`src/rtl/pipe_ctrl_if.sv`:
```
// Decode-stage control bundle presented to the pipeline sequencer, plus the
// EX-stage redirect strobe. master = decode/EX logic, slave = pipe_ctrl.
interface pipe_ctrl_if;
  logic       id_valid_i;
  logic [4:0] id_rs1_i;
  logic [4:0] id_rs2_i;
  logic [4:0] id_rd_i;
  logic       id_use_rs1_i;
  logic       id_use_rs2_i;
  logic       id_pcsel_i;
  logic       id_immsel_i;
  logic       id_regwren_i;
  logic       id_rs1sel_i;
  logic       id_rs2sel_i;
  logic       id_memren_i;
  logic       id_memwren_i;
  logic [1:0] id_wbsel_i;
  logic [3:0] id_alusel_i;
  logic       ex_redirect_i;

  modport master (
    output id_valid_i, id_rs1_i, id_rs2_i, id_rd_i, id_use_rs1_i, id_use_rs2_i,
           id_pcsel_i, id_immsel_i, id_regwren_i, id_rs1sel_i, id_rs2sel_i,
           id_memren_i, id_memwren_i, id_wbsel_i, id_alusel_i, ex_redirect_i
  );

  modport slave (
    input  id_valid_i, id_rs1_i, id_rs2_i, id_rd_i, id_use_rs1_i, id_use_rs2_i,
           id_pcsel_i, id_immsel_i, id_regwren_i, id_rs1sel_i, id_rs2sel_i,
           id_memren_i, id_memwren_i, id_wbsel_i, id_alusel_i, ex_redirect_i
  );
endinterface

```
`src/rtl/pipe_ctrl.sv`:
```
// pd5 pipeline control sequencer: ID/EX, EX/MEM, MEM/WB control registers,
// load-use stall, redirect flush, EX forwarding selects and debug counters.
module pipe_ctrl #(
  parameter int DWIDTH = 32,
  parameter int CNTW   = 16
) (
  input  logic            clk,
  input  logic            reset,
  pipe_ctrl_if.slave      id,
  output logic            ex_valid_o,
  output logic [4:0]      ex_rs1_o,
  output logic [4:0]      ex_rs2_o,
  output logic [4:0]      ex_rd_o,
  output logic            ex_pcsel_o,
  output logic            ex_immsel_o,
  output logic            ex_regwren_o,
  output logic            ex_rs1sel_o,
  output logic            ex_rs2sel_o,
  output logic            ex_memren_o,
  output logic            ex_memwren_o,
  output logic [1:0]      ex_wbsel_o,
  output logic [3:0]      ex_alusel_o,
  output logic            mem_valid_o,
  output logic            mem_regwren_o,
  output logic            mem_memren_o,
  output logic            mem_memwren_o,
  output logic [1:0]      mem_wbsel_o,
  output logic [4:0]      mem_rd_o,
  output logic            wb_valid_o,
  output logic            wb_regwren_o,
  output logic [1:0]      wb_wbsel_o,
  output logic [4:0]      wb_rd_o,
  output logic            stall_o,
  output logic            flush_o,
  output logic [1:0]      fwd_a_o,
  output logic [1:0]      fwd_b_o,
  output logic [CNTW-1:0] stall_cnt_o,
  output logic [CNTW-1:0] flush_cnt_o
);

  typedef enum logic [1:0] {
    WB_ALU = 2'd0,
    WB_MEM = 2'd1,
    WB_JAL = 2'd2
  } wbsel_e;

  typedef enum logic [1:0] {
    FWD_RF  = 2'd0,
    FWD_MEM = 2'd1,
    FWD_WB  = 2'd2
  } fwd_e;

  typedef struct packed {
    logic       valid;
    logic [4:0] rs1;
    logic [4:0] rs2;
    logic [4:0] rd;
    logic       pcsel;
    logic       immsel;
    logic       regwren;
    logic       rs1sel;
    logic       rs2sel;
    logic       memren;
    logic       memwren;
    logic [1:0] wbsel;
    logic [3:0] alusel;
  } ex_t;

  typedef struct packed {
    logic       valid;
    logic       regwren;
    logic       memren;
    logic       memwren;
    logic [1:0] wbsel;
    logic [4:0] rd;
  } mem_t;

  typedef struct packed {
    logic       valid;
    logic       regwren;
    logic [1:0] wbsel;
    logic [4:0] rd;
  } wb_t;

  if (DWIDTH < 1 || CNTW < 1) begin : g_param_check
    $error("pipe_ctrl: DWIDTH and CNTW must be positive");
  end

  ex_t            r_ex;
  mem_t           r_mem;
  wb_t            r_wb;
  logic [CNTW-1:0] r_stall_cnt;
  logic [CNTW-1:0] r_flush_cnt;

  ex_t  w_ex_next;
  logic w_ex_writer;
  logic w_mem_writer;
  logic w_wb_writer;
  logic w_load_use;
  logic w_redirect;
  logic w_stall;
  fwd_e w_fwd_a;
  fwd_e w_fwd_b;

  // x0 is excluded in the writer test, so no rd==0 stage can ever match.
  assign w_ex_writer  = r_ex.valid  & r_ex.regwren  & (r_ex.rd  != '0);
  assign w_mem_writer = r_mem.valid & r_mem.regwren & (r_mem.rd != '0);
  assign w_wb_writer  = r_wb.valid  & r_wb.regwren  & (r_wb.rd  != '0);

  assign w_load_use = w_ex_writer & (r_ex.wbsel == WB_MEM) & id.id_valid_i &
                      ((id.id_use_rs1_i & (id.id_rs1_i == r_ex.rd)) |
                       (id.id_use_rs2_i & (id.id_rs2_i == r_ex.rd)));

  // The stalled decode instruction dies on redirect, so redirect takes precedence.
  assign w_redirect = id.ex_redirect_i & r_ex.valid;
  assign w_stall    = w_load_use & ~w_redirect;

  always_comb begin
    w_ex_next = '0;
    if (!(w_redirect || w_stall)) begin
      w_ex_next.valid   = id.id_valid_i;
      w_ex_next.rs1     = id.id_rs1_i;
      w_ex_next.rs2     = id.id_rs2_i;
      w_ex_next.rd      = id.id_rd_i;
      w_ex_next.pcsel   = id.id_pcsel_i;
      w_ex_next.immsel  = id.id_immsel_i;
      w_ex_next.regwren = id.id_regwren_i;
      w_ex_next.rs1sel  = id.id_rs1sel_i;
      w_ex_next.rs2sel  = id.id_rs2sel_i;
      w_ex_next.memren  = id.id_memren_i;
      w_ex_next.memwren = id.id_memwren_i;
      w_ex_next.wbsel   = id.id_wbsel_i;
      w_ex_next.alusel  = id.id_alusel_i;
    end
  end

  // A load result in MEM is not available yet, so only non-load MEM writers forward.
  always_comb begin
    w_fwd_a = FWD_RF;
    w_fwd_b = FWD_RF;
    if (w_mem_writer && (r_mem.wbsel != WB_MEM) && (r_mem.rd == r_ex.rs1))
      w_fwd_a = FWD_MEM;
    else if (w_wb_writer && (r_wb.rd == r_ex.rs1))
      w_fwd_a = FWD_WB;
    if (w_mem_writer && (r_mem.wbsel != WB_MEM) && (r_mem.rd == r_ex.rs2))
      w_fwd_b = FWD_MEM;
    else if (w_wb_writer && (r_wb.rd == r_ex.rs2))
      w_fwd_b = FWD_WB;
  end

  always_ff @(posedge clk) begin
    if (!reset) begin
      r_ex        <= '0;
      r_mem       <= '0;
      r_wb        <= '0;
      r_stall_cnt <= '0;
      r_flush_cnt <= '0;
    end else begin
      r_ex  <= w_ex_next;
      r_mem <= '{valid: r_ex.valid, regwren: r_ex.regwren, memren: r_ex.memren,
                 memwren: r_ex.memwren, wbsel: r_ex.wbsel, rd: r_ex.rd};
      r_wb  <= '{valid: r_mem.valid, regwren: r_mem.regwren,
                 wbsel: r_mem.wbsel, rd: r_mem.rd};
      if (w_stall && (r_stall_cnt != '1))
        r_stall_cnt <= r_stall_cnt + CNTW'(1);
      if (w_redirect && (r_flush_cnt != '1))
        r_flush_cnt <= r_flush_cnt + CNTW'(1);
    end
  end

  assign ex_valid_o    = r_ex.valid;
  assign ex_rs1_o      = r_ex.rs1;
  assign ex_rs2_o      = r_ex.rs2;
  assign ex_rd_o       = r_ex.rd;
  assign ex_pcsel_o    = r_ex.pcsel;
  assign ex_immsel_o   = r_ex.immsel;
  assign ex_regwren_o  = r_ex.regwren;
  assign ex_rs1sel_o   = r_ex.rs1sel;
  assign ex_rs2sel_o   = r_ex.rs2sel;
  assign ex_memren_o   = r_ex.memren;
  assign ex_memwren_o  = r_ex.memwren;
  assign ex_wbsel_o    = r_ex.wbsel;
  assign ex_alusel_o   = r_ex.alusel;

  assign mem_valid_o   = r_mem.valid;
  assign mem_regwren_o = r_mem.regwren;
  assign mem_memren_o  = r_mem.memren;
  assign mem_memwren_o = r_mem.memwren;
  assign mem_wbsel_o   = r_mem.wbsel;
  assign mem_rd_o      = r_mem.rd;

  assign wb_valid_o    = r_wb.valid;
  assign wb_regwren_o  = r_wb.regwren;
  assign wb_wbsel_o    = r_wb.wbsel;
  assign wb_rd_o       = r_wb.rd;

  assign stall_o       = w_stall;
  assign flush_o       = w_redirect;
  assign fwd_a_o       = w_fwd_a;
  assign fwd_b_o       = w_fwd_b;
  assign stall_cnt_o   = r_stall_cnt;
  assign flush_cnt_o   = r_flush_cnt;

endmodule
```
`src/flat_wrapper.sv`:
```
// flat-port wrapper written by rule: the top's interface ports become plain ports
module pipe_ctrl_flat 
#(
  parameter int DWIDTH = 32,
  parameter int CNTW   = 16
)
  (clk, reset, ex_valid_o, ex_rs1_o, ex_rs2_o, ex_rd_o, ex_pcsel_o, ex_immsel_o, ex_regwren_o, ex_rs1sel_o, ex_rs2sel_o, ex_memren_o, ex_memwren_o, ex_wbsel_o, ex_alusel_o, mem_valid_o, mem_regwren_o, mem_memren_o, mem_memwren_o, mem_wbsel_o, mem_rd_o, wb_valid_o, wb_regwren_o, wb_wbsel_o, wb_rd_o, stall_o, flush_o, fwd_a_o, fwd_b_o, stall_cnt_o, flush_cnt_o, id_id_valid_i, id_id_rs1_i, id_id_rs2_i, id_id_rd_i, id_id_use_rs1_i, id_id_use_rs2_i, id_id_pcsel_i, id_id_immsel_i, id_id_regwren_i, id_id_rs1sel_i, id_id_rs2sel_i, id_id_memren_i, id_id_memwren_i, id_id_wbsel_i, id_id_alusel_i, id_ex_redirect_i);
  pipe_ctrl_if id_i ();
  input  logic clk;
  input  logic reset;
  output logic ex_valid_o;
  output logic [4:0] ex_rs1_o;
  output logic [4:0] ex_rs2_o;
  output logic [4:0] ex_rd_o;
  output logic ex_pcsel_o;
  output logic ex_immsel_o;
  output logic ex_regwren_o;
  output logic ex_rs1sel_o;
  output logic ex_rs2sel_o;
  output logic ex_memren_o;
  output logic ex_memwren_o;
  output logic [1:0] ex_wbsel_o;
  output logic [3:0] ex_alusel_o;
  output logic mem_valid_o;
  output logic mem_regwren_o;
  output logic mem_memren_o;
  output logic mem_memwren_o;
  output logic [1:0] mem_wbsel_o;
  output logic [4:0] mem_rd_o;
  output logic wb_valid_o;
  output logic wb_regwren_o;
  output logic [1:0] wb_wbsel_o;
  output logic [4:0] wb_rd_o;
  output logic stall_o;
  output logic flush_o;
  output logic [1:0] fwd_a_o;
  output logic [1:0] fwd_b_o;
  output logic [CNTW-1:0] stall_cnt_o;
  output logic [CNTW-1:0] flush_cnt_o;
  input wire logic [$bits(id_i.id_valid_i)-1:0] id_id_valid_i;
  input wire logic [$bits(id_i.id_rs1_i)-1:0] id_id_rs1_i;
  input wire logic [$bits(id_i.id_rs2_i)-1:0] id_id_rs2_i;
  input wire logic [$bits(id_i.id_rd_i)-1:0] id_id_rd_i;
  input wire logic [$bits(id_i.id_use_rs1_i)-1:0] id_id_use_rs1_i;
  input wire logic [$bits(id_i.id_use_rs2_i)-1:0] id_id_use_rs2_i;
  input wire logic [$bits(id_i.id_pcsel_i)-1:0] id_id_pcsel_i;
  input wire logic [$bits(id_i.id_immsel_i)-1:0] id_id_immsel_i;
  input wire logic [$bits(id_i.id_regwren_i)-1:0] id_id_regwren_i;
  input wire logic [$bits(id_i.id_rs1sel_i)-1:0] id_id_rs1sel_i;
  input wire logic [$bits(id_i.id_rs2sel_i)-1:0] id_id_rs2sel_i;
  input wire logic [$bits(id_i.id_memren_i)-1:0] id_id_memren_i;
  input wire logic [$bits(id_i.id_memwren_i)-1:0] id_id_memwren_i;
  input wire logic [$bits(id_i.id_wbsel_i)-1:0] id_id_wbsel_i;
  input wire logic [$bits(id_i.id_alusel_i)-1:0] id_id_alusel_i;
  input wire logic [$bits(id_i.ex_redirect_i)-1:0] id_ex_redirect_i;
  assign id_i.id_valid_i = id_id_valid_i;
  assign id_i.id_rs1_i = id_id_rs1_i;
  assign id_i.id_rs2_i = id_id_rs2_i;
  assign id_i.id_rd_i = id_id_rd_i;
  assign id_i.id_use_rs1_i = id_id_use_rs1_i;
  assign id_i.id_use_rs2_i = id_id_use_rs2_i;
  assign id_i.id_pcsel_i = id_id_pcsel_i;
  assign id_i.id_immsel_i = id_id_immsel_i;
  assign id_i.id_regwren_i = id_id_regwren_i;
  assign id_i.id_rs1sel_i = id_id_rs1sel_i;
  assign id_i.id_rs2sel_i = id_id_rs2sel_i;
  assign id_i.id_memren_i = id_id_memren_i;
  assign id_i.id_memwren_i = id_id_memwren_i;
  assign id_i.id_wbsel_i = id_id_wbsel_i;
  assign id_i.id_alusel_i = id_id_alusel_i;
  assign id_i.ex_redirect_i = id_ex_redirect_i;
  pipe_ctrl #(.DWIDTH(DWIDTH), .CNTW(CNTW)) u_core (.clk(clk), .reset(reset), .id(id_i), .ex_valid_o(ex_valid_o), .ex_rs1_o(ex_rs1_o), .ex_rs2_o(ex_rs2_o), .ex_rd_o(ex_rd_o), .ex_pcsel_o(ex_pcsel_o), .ex_immsel_o(ex_immsel_o), .ex_regwren_o(ex_regwren_o), .ex_rs1sel_o(ex_rs1sel_o), .ex_rs2sel_o(ex_rs2sel_o), .ex_memren_o(ex_memren_o), .ex_memwren_o(ex_memwren_o), .ex_wbsel_o(ex_wbsel_o), .ex_alusel_o(ex_alusel_o), .mem_valid_o(mem_valid_o), .mem_regwren_o(mem_regwren_o), .mem_memren_o(mem_memren_o), .mem_memwren_o(mem_memwren_o), .mem_wbsel_o(mem_wbsel_o), .mem_rd_o(mem_rd_o), .wb_valid_o(wb_valid_o), .wb_regwren_o(wb_regwren_o), .wb_wbsel_o(wb_wbsel_o), .wb_rd_o(wb_rd_o), .stall_o(stall_o), .flush_o(flush_o), .fwd_a_o(fwd_a_o), .fwd_b_o(fwd_b_o), .stall_cnt_o(stall_cnt_o), .flush_cnt_o(flush_cnt_o));
endmodule
```
`config.mk`:
```
export PLATFORM = sky130hd
export DESIGN_NAME = pipe_ctrl_flat
export DESIGN_NICKNAME = d
export VERILOG_FILES = /design/src/rtl/pipe_ctrl_if.sv /design/src/rtl/pipe_ctrl.sv /design/src/flat_wrapper.sv
export SDC_FILE = /design/constraint.sdc
export NUM_CORES = 1
export LEC_CHECK = 0
export CORE_ASPECT_RATIO = 0.8
export CORE_MARGIN = 2
export CORE_UTILIZATION = 45
export CTS_CLUSTER_SIZE = 25
export DETAILED_ROUTE_END_ITERATION = 6
export DONT_BUFFER_PORTS = 1
export GPL_ROUTABILITY_DRIVEN = 0
export SYNTH_ARGS = -nofsm -noshare
export SYNTH_HDL_FRONTEND = slang
export SYNTH_SLANG_ARGS = --single-unit
```
`constraint.sdc`:
```
create_clock -name clk -period 5.3 [get_ports clk]
set_input_delay 1.59 -clock clk [delete_from_list [all_inputs] [get_ports clk]]
set_output_delay 1.59 -clock clk [all_outputs]
set_load 0.005 [all_outputs]
```
==> impl_metrics.toml, run 1 <==
[grt]
track_usage_pct = 17.99
grt_pass1_wl_mm = 11.68
antenna_found_initial = 1
grt_max_degree = 39
first_global_vias = 2346
gr-total-overflow = 0

[power_and_ir_drop]
p_per_area_nw_per_um2 = 298.1
seqPwrFrac_pct = 58.7
p_comb_share_pct = 4.2
power.leakage_nw = 1.334
p_sw_mw = 0.2822
internal-power_mw = 0.8267
power.share.switching_pct = 25.45
clock_power_share_pct = 37.1
ir_worst_vdd_v = 0.0001827

[synthesis]
yosys-top-cells-area = "dfxtp_1 47%, and2_1 9.4%, xor2_1 7.8%, xnor2_1 2.8%, nand3_1 2.6%"
postSynthCellCount = 364
syn_nets = 400
synth_flop_cell = "dfxtp_1"
yosys-top-cells-count = "81 x dfxtp_1, 52 x and2_1, 31 x xor2_1"
ys_ff_latch = 81
netlist.area_leader.share_pct = 46.74
synth.avg_cell_area_um2 = 9.532
yosysMostFrequentCell = "dfxtp_1"
synth_area_um2 = 3470
synth-edff-count = 0
async_reset_ff_share_pct = 0
ys_types = 42
synth_seq_area_share_pct = 46.74
yosys.area.top_type = "dfxtp_1"
synth-warning-count = 0

[sta]
finalCritPeriodShare_pct = 79.27
report.final.slew_viol_count = 0
fin_ws_ps = 1099
timing.slew.headroom_pct = 49.09
worst_slew_pin_slew_ps = 762.9
fmaxAchievable_mhz = 238.0
timing_hold_violations_final = 0
setup_tns_ps = 0
finalCriticalPeriod_ps = 4201
rsz0062_at_grt = "false"
report.final.setup_viol = 0
finClkSkew_ps = 7.490

[critical_path]
crit_path_start_kind = "input port"
cp.required_ps = 3710
crit_path_end_kind = "primary output"
critPathKind = "input port to primary output"
cp_max_fo = 27
worst_ep_arrival_time_ps = 2610

[floorplanning]
start_util_pct = 46.71
fp.dieH_um = 82.54
core_region_area_um2 = 7427
die_x_um = 102.2
dieArea_um2 = 8433
pin_count = 121
rows = 28

[placed_design]
dp_slack_ps = 1080
hpwlAfterDp_mm = 5.712
portBuffers = 0

[drt]
remaining_drc_errors = 0
drtIter0Drc = 84
vias = 2574
drt_first_pass_iters = 4
avgViaCountPerCell = 5.442
ant_nets = 0
post_drt_wl_per_cell_um = 16.81
wirelength_mm = 7.950

[clocking]
ctsLongestPathBuffers = 2
cts_buffers = 9
cts_tree = "yes"
htreeDepth = 3
cts_hold_buf = 0
clock-root-buffer = "clkbuf_8"
insertion_delay_ps = 340
clk_pin_slew_worst_paths_ps = 80
cts.sinks = 81
cts_resized = 0
post_cts_buffers = 0

[run]
drv_cap = 0

[finish]
nets = 398
layout-drive-gt1-share_pct = 7.084
area_growth_pct = 7.212

[worst_hold_path]
min_path_type = "register to register"

[outcome]
status = "complete, no violations"
-- path summary, 6_finish.rpt --
path	from	endpoint	slack, ps	cells after the start
max	id_id_rs1_i[3]	stall_o	1100	5
min	u_core.ex_memren_o	u_core.mem_memren_o	510	1
max reg2reg	u_core.ex_rd_o[3]	u_core.ex_rs1_o[2]	3070	6
min reg2reg	u_core.ex_memren_o	u_core.mem_memren_o	510	1
-- cell usage in the layout, fill, tap and decap left out, types with 2 or more instances in the layout --
cell and instances:
dfxtp_1 81, and2_1 52, xor2_1 31, nand2_1 19
nand3_1 18, nor2_1 16, nand4_1 12, xnor2_1 11
nor4_1 11, o21ai_0 10, a21oi_1 10, clkbuf_8 9
or4_1 8, or3_1 8, nand2b_1 7, mux2i_1 6
inv_1 5, nor4_2 4, and4_1 4, o2111ai_1 3
and3_1 3, nor3_1 3, nor3b_1 3, inv_6 3
clkinv_2 3, o211ai_1 2, a31oi_1 2, o21a_1 2
o21ai_1 2, o31ai_1 2, nor4b_1 2, ha_1 2
buf_4 2
-- kinds of logic (layout without fill, tap and decap cells) --
group	Yosys count	count (layout)	share of synthesized area, %
simple gates	174	174	30.04
flops	81	81	46.74
xor+xnor	42	42	10.60
compound gates	39	39	7.465
buf+inv	20	23	2.705
mux	6	6	1.731
fa+ha+maj	2	2	0.7211
other cells	0	1	0
-- through the flow --
stage	hold WS, ps	cell area (um^2)	utilization [%]	power, mW	std cells
detailed placement	484.6	3541	47.68	0.7130	456
finish	505.1	3720	50.08	1.109	473
global route	521.9	3717	50.05	1.158	472
CTS	508.2	3717	50.05	1.126	472
global placement	481.3	3541	47.68	0.7117	456
floorplan	458.6	3470	-	0.7037	364
-- worst max-delay path: stages --
cell and delay (ps):
xor2_1 140, nor4_2 330, a32oi_2 160, buf_4 230
nor2_1 160
-- layer usage --
| metal | part of all wire (%) | global-route usage [%] | vias up |
|---|---|---|---|
| met5 | 0 | 0 | - |
| met2 | 46 | 28.22 | 84 |
| li1 | - | - | 1273 |
| met3 | 8.1 | 7.828 | 4 |
| met1 | 45 | 22.65 | 1213 |
| met4 | 0.69 | 5.067 | 0 |
-- flip-flops by register name, indices dropped and copies added, names as in the netlist, 2 cells and up --
register,flops
u_core.flush_cnt_o,16
u_core.stall_cnt_o,16
u_core.ex_rd_o,5
u_core.ex_rs1_o,5
u_core.ex_rs2_o,5
u_core.mem_rd_o,5
u_core.wb_rd_o,5
u_core.ex_alusel_o,4
u_core.ex_wbsel_o,2
u_core.mem_wbsel_o,2
u_core.wb_wbsel_o,2
-- area by class of cell --
cell class              instances  area, um^2
diodes                          1       2.502
clock buffers                   9       123.9
clock inverters                 7       52.55
fillers                       713        3707
inverters                       5       18.77
multi-input cells             263        1754
flip-flops and latches         81        1622
well taps                     105       131.4
repair buffers                  2       15.01
-- power by group through the flow --
stage	Sequential [mW]	Clock, mW	Combinational (mW)
5_1_grt	0.654	0.451	0.0524
6_report	0.651	0.412	0.0467
3_5_place_dp	0.666	0	0.0474
2_1_floorplan	0.657	0	0.0464
3_3_place_gp	0.666	0	0.0459
4_1_cts	0.651	0.427	0.0475
Note: power is estimated with default switching activity, not from simulation.
==> inputs of run 2 (changes only) <==
==> constraint.sdc (replaced) <==
create_clock -name clk -period 3.9 [get_ports clk]
set_input_delay 1.17 -clock clk [delete_from_list [all_inputs] [get_ports clk]]
set_output_delay 1.17 -clock clk [all_outputs]
set_load 0.005 [all_outputs]
==> run 2 against run 1 <==
Compared with the run above: global-route usage grew 0.066 points; count of clock-buffer cells in the layout did not move; largest cell class unchanged; clock skew increased by 0.83 ps; hold slack got worse by 6.4 ps; routed wire length decreased by 0.72%; critical endpoint is now fwd_a_o[1].
==> impl_metrics.toml, run 2 (synthesis gave the netlist of run 1 again) <==
[outcome]
status = "complete, no violations"

[critical_path]
critPathKind = "register to primary output"
cp_max_fo = 5
worst_ep_arrival_time_ps = 2080
crit_path_start_kind = "register"
crit_path_end_kind = "primary output"
cp.required_ps = 2730

[placed_design]
post_dp_cell_area_um2 = 3541
hpwlAfterDp_mm = 5.664
portBuffers = 0
place_inst = 456

[drt]
drtIter0Drc = 87
wirelength_mm = 7.893
vias = 2553
drt_first_pass_iters = 4
post_drt_wl_per_cell_um = 16.69
remaining_drc_errors = 0
avgViaCountPerCell = 5.397
ant_nets = 0

[sta]
timing.slew.headroom_pct = 48.92
fin_hold_ws_ps = 498.7
finalCriticalPeriod_ps = 3254
fmaxAchievable_mhz = 307.4
report.final.slew_viol_count = 0
finalCritPeriodShare_pct = 83.42
rsz0062_at_grt = "false"
report.final.setup_viol = 0
setup_tns_ps = 0
timing_hold_violations_final = 0
finClkSkew_ps = 8.323
worst_slew_pin_slew_ps = 765.3

[clocking]
cts.sinks = 81
ctsLongestPathBuffers = 2
cts_resized = 0
cts_hold_buf = 0
post_cts_buffers = 0
cts_buffers = 9
cts_tree = "yes"
htreeDepth = 3
insertion_delay_ps = 350
clock-root-buffer = "clkbuf_8"
clk_pin_slew_worst_paths_ps = 80

[grt]
antenna_found_initial = 1
track_usage_pct = 18.05
gr-total-overflow = 0
first_global_vias = 2322
grt_max_degree = 39
grt_pass1_wl_mm = 11.67

[worst_hold_path]
min_path_type = "register to register"

[floorplanning]
fp.dieH_um = 82.54
start_util_pct = 46.71
pin_count = 121
dieArea_um2 = 8433
die_x_um = 102.2
core_region_area_um2 = 7427
rows = 28

[power_and_ir_drop]
ir_worst_vdd_v = 0.0002501
p_per_area_nw_per_um2 = 420.1
power.leakage_nw = 1.344

[finish]
finalNonFillerCells = 473
nets = 398
nFillCells = 732
layout_common_cells = "81 x dfxtp_1, 52 x and2_1, 31 x xor2_1, 19 x nand2_1, 18 x nand3_1"
area_growth_pct = 7.934
layout-drive-gt1-share_pct = 7.084
fin_area_um2 = 3745
mostFrequentLayoutCell = "dfxtp_1"

[run]
drv_cap = 0
## run 2: changes by cell type in the layout (fill, tap and decap cells not counted)
cell	before	now
bufinv_16	0	1
clkinv_2	3	2
clkinv_4	0	1
inv_6	3	2
## run 2: cell type report
class	instances	area, um^2	share of cell area, %
Multi-Input combinational cell	263	1754	46.84
Sequential cell	81	1622	43.30
Tap cell	105	131.4	3.508
Clock buffer	9	123.9	3.308
Clock inverter	7	77.57	2.072
Inverter	5	18.77	0.5012
Timing Repair Buffer	2	15.01	0.4009
Antenna cell	1	2.502	0.06682
## run 2: layer usage
metal / wire (um) / GRT usage (%)
met2: 3542 / 27.17
met4: 52 / 5.733
met1: 3591 / 23.41
met5: 0 / 0
met3: 706 / 7.828
## run 2: path summary, 6_finish.rpt
check,from,end,slack [ps],cells past startpoint
min reg2reg,u_core.ex_memren_o,u_core.mem_memren_o,500,1
max reg2reg,u_core.ex_rd_o[4],u_core.ex_rs1_o[2],1590,6
min,u_core.ex_memren_o,u_core.mem_memren_o,500,1
max,u_core.mem_rd_o[0],fwd_a_o[1],650,4
## run 2: worst max-delay path, cell delays in order (launching register included)
cell       delay, ps
dfxtp_1          380
or4_1            550
o2111ai_1        260
nor4_1           150
nor4_1           400
## run 2: where the power goes
part | total, mW | leakage, nW | switching (mW) | internal [mW]
clock network | 0.626 | 0.106 | 0.322 | 0.304
registers | 0.884 | 0.662 | 0.0327 | 0.852
logic | 0.0625 | 0.576 | 0.0302 | 0.0324
## run 2: stage by stage
stage	power [mW]	setup WS [ps]	util (%)
after floorplan	0.9563	586.7	-
after global placement	0.9670	730.7	47.68
after detailed placement	0.9681	728.2	47.68
after CTS	1.600	592.5	50.39
after global routing	1.646	484.4	50.42
final	1.573	646.5	50.42
